[src/rtl/hazard_scoreboard.sv]
// hazard_scoreboard: tracks in-flight destinations after decode and resolves
// RAW hazards as a forward-select per source or a decode stall.
module hazard_scoreboard #(
    parameter int DEPTH      = 3,
    parameter int ALU_AVAIL  = 1,
    parameter int LOAD_AVAIL = 2,
    parameter int RA_W       = 5,
    parameter int WB_BYPASS  = 0,
    parameter int SW         = $clog2(DEPTH + 1)
) (
    input  logic            CLK,
    input  logic            RESET,
    input  logic            ID_VALID,
    input  logic [RA_W-1:0] ID_RS1,
    input  logic [RA_W-1:0] ID_RS2,
    input  logic            ID_USE1,
    input  logic            ID_USE2,
    input  logic [RA_W-1:0] ID_RD,
    input  logic            ID_REGWRT,
    input  logic            ID_LOAD,
    input  logic            FLUSH,
    output logic            STALL,
    output logic [SW-1:0]   FWD1_SEL,
    output logic [SW-1:0]   FWD2_SEL,
    output logic [15:0]     STALL_CNT
);
    logic            v  [1:DEPTH];
    logic [RA_W-1:0] rd [1:DEPTH];
    logic            wr [1:DEPTH];
    logic            ld [1:DEPTH];
    int              k1, k2;
    logic            l1, l2, rdy1, rdy2;

    // Scanning oldest to youngest lets the lowest matching stage win.
    always_comb begin
        k1 = 0;
        k2 = 0;
        l1 = 1'b0;
        l2 = 1'b0;
        for (int i = DEPTH; i >= 1; i--) begin
            if (v[i] && wr[i] && rd[i] == ID_RS1 && ID_RS1 != '0 && ID_USE1) begin
                k1 = i;
                l1 = ld[i];
            end
            if (v[i] && wr[i] && rd[i] == ID_RS2 && ID_RS2 != '0 && ID_USE2) begin
                k2 = i;
                l2 = ld[i];
            end
        end
    end

    assign rdy1     = k1 != 0 && k1 >= (l1 ? LOAD_AVAIL : ALU_AVAIL);
    assign rdy2     = k2 != 0 && k2 >= (l2 ? LOAD_AVAIL : ALU_AVAIL);
    assign STALL    = ID_VALID && !FLUSH && ((k1 != 0 && !rdy1) || (k2 != 0 && !rdy2));
    assign FWD1_SEL = (rdy1 && !(WB_BYPASS != 0 && k1 == DEPTH)) ? SW'(k1) : '0;
    assign FWD2_SEL = (rdy2 && !(WB_BYPASS != 0 && k2 == DEPTH)) ? SW'(k2) : '0;

    always_ff @(posedge CLK) begin
        if (RESET) begin
            for (int i = 1; i <= DEPTH; i++) begin
                v[i]  <= 1'b0;
                rd[i] <= '0;
                wr[i] <= 1'b0;
                ld[i] <= 1'b0;
            end
            STALL_CNT <= '0;
        end else begin
            v[1]  <= ID_VALID && !STALL && !FLUSH;
            rd[1] <= ID_RD;
            wr[1] <= ID_REGWRT;
            ld[1] <= ID_LOAD;
            for (int i = 2; i <= DEPTH; i++) begin
                v[i]  <= v[i-1];
                rd[i] <= rd[i-1];
                wr[i] <= wr[i-1];
                ld[i] <= ld[i-1];
            end
            if (STALL && STALL_CNT != 16'hFFFF)
                STALL_CNT <= STALL_CNT + 16'd1;
        end
    end
endmodule

[config.mk]
export PLATFORM = sky130hd
export DESIGN_NAME = hazard_scoreboard
export DESIGN_NICKNAME = d
export VERILOG_FILES = /design/src/rtl/hazard_scoreboard.sv
export SDC_FILE = /design/constraint.sdc
export NUM_CORES = 1
export LEC_CHECK = 0
export ABC_AREA = 1
export BUFFER_PORTS_ARGS = -buffer_cell sky130_fd_sc_hd__buf_2
export CAP_MARGIN = 20
export CORE_MARGIN = 10
export CORE_UTILIZATION = 40
export DETAILED_ROUTE_END_ITERATION = 8
export MAX_ROUTING_LAYER = met4
export SYNTH_ARGS = -nofsm -noshare
export SYNTH_HDL_FRONTEND = slang
export SYNTH_SLANG_ARGS = --single-unit
[constraint.sdc]
create_clock -name CLK -period 7.9 [get_ports CLK]
set_clock_uncertainty 0.15 [all_clocks]
set_input_delay 1.58 -clock CLK [delete_from_list [all_inputs] [get_ports CLK]]
set_output_delay 1.58 -clock CLK [all_outputs]
set_load 0.01 [all_outputs]
* Word level (Yosys, flattened, before mapping)
Memory sizes are Yosys's and may differ from the RTL's.
Index checks and enable logic that the tools add are counted.
** Storage, ports and cells
- Register bits after elaboration :: 16
- Bits in writable memories :: 24
- Bits of input ports :: 23
- Output and inout bits :: 21
- Logic and storage cells :: 97
- Memories kept :: 4
** Memory list
- rd :: words 3, width 5, read ports 3, clocked after Yosys merged registers in 0, wr ports 3, RTL line 28 : logic [RA_W-1:0] rd [1:DEPTH];
- ld :: words 3, width 1, read ports 3, clocked after Yosys merged registers in 0, wr ports 3, RTL line 30 : logic ld [1:DEPTH];
- v :: words 3, width 1, read ports 3, clocked after Yosys merged registers in 0, wr ports 3, RTL line 27 : logic v [1:DEPTH];
- wr :: words 3, width 1, read ports 3, clocked after Yosys merged registers in 0, wr ports 3, RTL line 29 : logic wr [1:DEPTH];
** Operators by class
- $add $sub $neg :: 1
- Order comparisons :: 2
- Eq/ne operators :: 7
- Mux-type cells :: 31
- Bitwise gates (word level) :: 12
- Reduce and logical (&&, ||, !) cells :: 39
** Operators by type and width (count)
- $mux W32 :: 3
- $ge A32 B3 Y1 :: 2
- $reduce_bool A32 Y1 :: 2
- $eq A5 B5 Y1 :: 6
- $logic_and A1 B1 Y1 :: 30
- $mux W1 :: 18
- $add A16 B1 Y16 const B :: 1
- $ne A16 B16 Y1 const B :: 1
- $mux W5 :: 3
- $mux W2 :: 7
- $or A1 B1 Y1 :: 12
- $reduce_bool A5 Y1 :: 2
- $logic_not A1 Y1 :: 4
- $logic_or A1 B1 Y1 :: 1

* Depth between registers and ports, before layout
An unclocked memory read counts as a cell.
- Word-level depth :: 19
- Depth in mapped cells :: 14
- Mapped depth without buffers :: 14

* Worst setup path after synthesis
No wires, ideal clock.
- Path kind :: input port to output port
- From :: input ID_RS1[1]
- To :: output FWD1_SEL[1]
- Arrival :: 3115 ps
- Slack :: 3055 ps
- Stages :: 12
- Cells stage by stage :: or2_1 nor2_2 nor2_1 nand2_1 nand3_1 o211ai_1 nand2_1 ha_1 inv_1 nor2_1 a211oi_1 nor3_1
** On the way
- Longest elaborated chain between the ends :: 11
- Elaborated cells on any way between the ends :: 24
** RTL lines
- start: declaration :: RTL line 14 : input logic [RA_W-1:0] ID_RS1,
- $eq A5 B5 Y1 :: RTL line 41 : if (v[i] && wr[i] && rd[i] == ID_RS1 && ID_RS1 != '0 && ID_USE1) begin
- $logic_and A1 B1 Y1 (3 in a row) :: RTL line 41
- $mux W1 (3 in a row) :: RTL line 41
- $mux W2 :: RTL line 52 : assign rdy1 = k1 != 0 && k1 >= (l1 ? LOAD_AVAIL : ALU_AVAIL);
- $ge A32 B3 Y1 :: RTL line 52
- $logic_and A1 B1 Y1 :: RTL line 52
- $mux W2 * :: RTL line 55 : assign FWD1_SEL = (rdy1 && !(WB_BYPASS != 0 && k1 == DEPTH)) ? SW'(k1) : '0;
- end: declaration :: RTL line 23 : output logic [SW-1:0] FWD1_SEL,
Every way passes the cells marked *; elsewhere a longest branch is shown, timed or not.

* Worst setup path in the final report
Ends and elaborated chain as after synthesis.

==> reports/metrics.yaml <==
status: "finished, final reports clean"
first_pass_grt_wire_length_mm: 10.0
clock_latency_ps: 300
power.density_cell_area_nw_per_um2: 141
total_negative_setup_slack_ps: 0
period_share_pct: 65.6
largest_family_of_logic_cells_by_synthesized_area: "simple AND/OR/NAND/NOR gates"
synth_fp_nets: 422
post_synthesis_xor_xnor_area_fraction_pct: 5.78
via_count_of_the_first_global_routing_pass: 2194
timing.critical_path.arrival_ps: 3460
post_drt_via_cell_ratio: 4.46
post_cts_hold_buffer_count: 0
cts.htree.levels: 2
dominantRegCellSynth: "sky130_fd_sc_hd__dfxtp_1"
timing.final.hold_violations: 0
syn-cell-area_um2: 2430
layout-drive-gt1-share_pct: 14.4
worst-setup-path-type: "in2out"
max-cap-violations: 0
first_iter_violations: 105
finalCriticalPeriod_ps: 5190
clk_pin_slew_ps: 80
hold-path-cell-count: 2
endpoint_worst_hold: "wr[0][2]$_SDFF_PP0_"
grtUsageMet3_pct: 3.10
ys_ff_latch: 40
grt_overflow_total: 0
antenna_violations_before_repair: 0
rsz0062_at_grt: "false"
cts.path.max_buffers: 2
worst_path_largest_cell_delay_ps: 310
track_usage_pct: 12.5
groute.layer.met1.usage_pct: 16.2
yosysSeqAreaShare_pct: 33.0
synth_adder_area_share_pct: 2.58
drc: 0
worst-r2r-setup-slack_ps: 5730
busiest_layer_in_global_routing: "met2"
pin_count_of_the_biggest_net_entering_global_routing: 35
hold_class: "reg2reg"
critPathLaunchType: "primary input"
drt-total-wl_mm: 5.88
worst_r2r_startpoint: "STALL_CNT[1]$_SDFFE_PP0P_"
vertical_die_dimension_um: 97.9
crit-reg2reg-capture: "STALL_CNT[15]$_SDFFE_PP0P_"
synthesis.yosys.warnings: 0
share_of_cell_area_taken_by_muxes_after_synthesis_pct: 0
postRouteAntennaNets: 0
cts_tree: "built"
grt.met2_usage_pct: 18.5
async_reset_ff_share_pct: 0
portBuffers: 43
reg2reg_depth: 10
total_leakage_power_nw: 1.39
vdd_ir_drop_max_mv: 0.0771
initial_core_util_pct: 41.0
post_synth.cell_area_avg_um2: 6.16
cts-resized-gates: 0
post_synth_and_or_nand_nor_area_fraction_pct: 40.6
timing.critical_path.buf_inv: 4
syn_inst: 394
slowest_stage: "sky130_fd_sc_hd__ha_1"
timing_max_transition_violations_final: 0
finalSetupViolCount: 0
worst_slew_pin_slew_ps: 659
floorplan.io_pins: 44
num-nets-final: 464
rows: 28
fin_total_pwr_w: 0.000392
synth_area_in_compound_gates_pct: 4.18
vias: 2286
crit_family: "simple AND/OR/NAND/NOR gates"
fp.dieArea_um2: 9580
clock.fmax_mhz: 193
worstPathRequired_ps: 6170
wire_per_inst_um: 11.5
detailed_place_hpwl_mm: 4.52
end_kind: "output port"
gpl.final_weighted_congestion: 0.897
clk_root_buffer_cell: "sky130_fd_sc_hd__clkbuf_8"
antenna_cells: 0
worstPathCellList: "buf_2 -> or2_1 -> nor2_2 -> inv_1 -> nand2_1 -> nor3_1 -> a21oi_1 -> nor2_1 -> ha_1 -> inv_1 -> nor2_1 -> a211oi_1 -> nor3_1 -> buf_2"
yosysUniqueCellTypes: 26
clock_sinks: 40
syn_to_final_growth_pct: 14.6
hold_path.startpoint: "wr[0][1]$_SDFF_PP0_"
tritoncts.num_buffers: 5
core_region_area_um2: 5920
worst-path-max-fanout: 4
die_x_um: 97.9
synth-edff-count: 0
timing.max_slew.rel_slack_pct: 56.1
drt_pass1_iterations: 4
number_of_buffers_inserted_by_post_cts_setup_repair: 0
## cell type report
type                            count  area (µm²)
Timing Repair Buffer               44         223
Fill cell                         647        3140
Multi-Input combinational cell    269        1290
Sequential cell                    40         801
Inverter                           76         285
Tap cell                           75        93.8
Clock buffer                        6        72.6
Clock inverter                      2        16.3
## registers in the layout, indices dropped and copies added (netlist names)
signal	count
v	3
rd	15
STALL_CNT	16
wr	3
ld	3
## cell usage in the layout (no fill, tap or decap), types with 4 or more instances in the layout
master / count
sky130_fd_sc_hd__nand2_1: 102
sky130_fd_sc_hd__nor2_1: 76
sky130_fd_sc_hd__inv_1: 71
sky130_fd_sc_hd__buf_2: 43
sky130_fd_sc_hd__dfxtp_1: 40
sky130_fd_sc_hd__nand3_1: 25
sky130_fd_sc_hd__nand4_1: 14
sky130_fd_sc_hd__xnor2_1: 11
sky130_fd_sc_hd__a21oi_1: 6
sky130_fd_sc_hd__xor2_1: 5
sky130_fd_sc_hd__nor3_1: 5
sky130_fd_sc_hd__ha_1: 5
sky130_fd_sc_hd__clkbuf_8: 5
sky130_fd_sc_hd__o21ai_0: 4
sky130_fd_sc_hd__inv_2: 4
## routing by layer
layer	wire length (µm)	vias to the layer above
met5	0	-
met2	2590	43
li1	-	1279
met4	55	0
met3	254	4
met1	2980	960
## Yosys cell counts, types with 2 or more instances
library cell / instances / share of area (%)
sky130_fd_sc_hd__a21boi_0: 3 / 0.93
sky130_fd_sc_hd__a21oi_1: 6 / 1.2
sky130_fd_sc_hd__buf_2: 2 / 0.41
sky130_fd_sc_hd__buf_6: 2 / 0.93
sky130_fd_sc_hd__clkbuf_1: 5 / 0.77
sky130_fd_sc_hd__dfxtp_1: 40 / 33
sky130_fd_sc_hd__ha_1: 5 / 2.6
sky130_fd_sc_hd__inv_1: 71 / 11
sky130_fd_sc_hd__inv_2: 4 / 0.62
sky130_fd_sc_hd__nand2_1: 102 / 16
sky130_fd_sc_hd__nand3_1: 25 / 5.2
sky130_fd_sc_hd__nand3_2: 3 / 1.2
sky130_fd_sc_hd__nand4_1: 14 / 3.6
sky130_fd_sc_hd__nor2_1: 76 / 12
sky130_fd_sc_hd__nor2_2: 3 / 0.77
sky130_fd_sc_hd__nor3_1: 5 / 1.0
sky130_fd_sc_hd__o211ai_1: 2 / 0.62
sky130_fd_sc_hd__o21ai_0: 4 / 0.83
sky130_fd_sc_hd__xnor2_1: 11 / 4.0
sky130_fd_sc_hd__xor2_1: 5 / 1.8
## tightest hold or removal path, cell delays in order (launching register included)
cell,delay [ps]
sky130_fd_sc_hd__dfxtp_1,320
sky130_fd_sc_hd__inv_1,50
sky130_fd_sc_hd__nor2_1,30
## power breakdown
part | switching, W | leakage (nW) | internal (W) | total, W
clock | 0.0000805 | 0.0414 | 0.0000630 | 0.000143
sequential | 0.00000417 | 0.326 | 0.000206 | 0.000210
combinational | 0.0000232 | 1.02 | 0.0000145 | 0.0000378
total | 0.000108 | 1.39 | 0.000284 | 0.000392
## through the flow
stage | area, µm² | hold slack (ps) | setup WS (ps) | utilization [%] | cells
after floorplan | 2430 | 253 | 3050 | - | 394
after CTS | 2780 | 278 | 2710 | 47.0 | 512
after detailed placement | 2690 | 265 | 2720 | 45.5 | 504
after global routing | 2780 | 291 | 2430 | 47.0 | 512
final | 2780 | 277 | 2710 | 47.0 | 512
after global placement | 2690 | 259 | 2770 | 45.5 | 504
## logic make-up after synthesis
group / after synthesis
simple gates: 231
xor+xnor: 16
buf+inv: 85
flops: 40
compound gates: 17
fa+ha+maj: 5
## worst max-delay path by stage
stage               startpoint          end  slack (ps)  cells past startpoint
detailed placement   ID_RS2[3]  FWD2_SEL[0]        2720                     15
global placement     ID_RS2[3]  FWD2_SEL[0]        2770                     15
floorplan            ID_RS1[1]  FWD1_SEL[1]        3050                     12
CTS                  ID_RS2[3]  FWD2_SEL[0]        2710                     15
global route         ID_RS2[3]  FWD2_SEL[0]        2430                     15
finish               ID_RS1[1]  FWD1_SEL[1]        2710                     14
(Power assumes the default switching activity.)
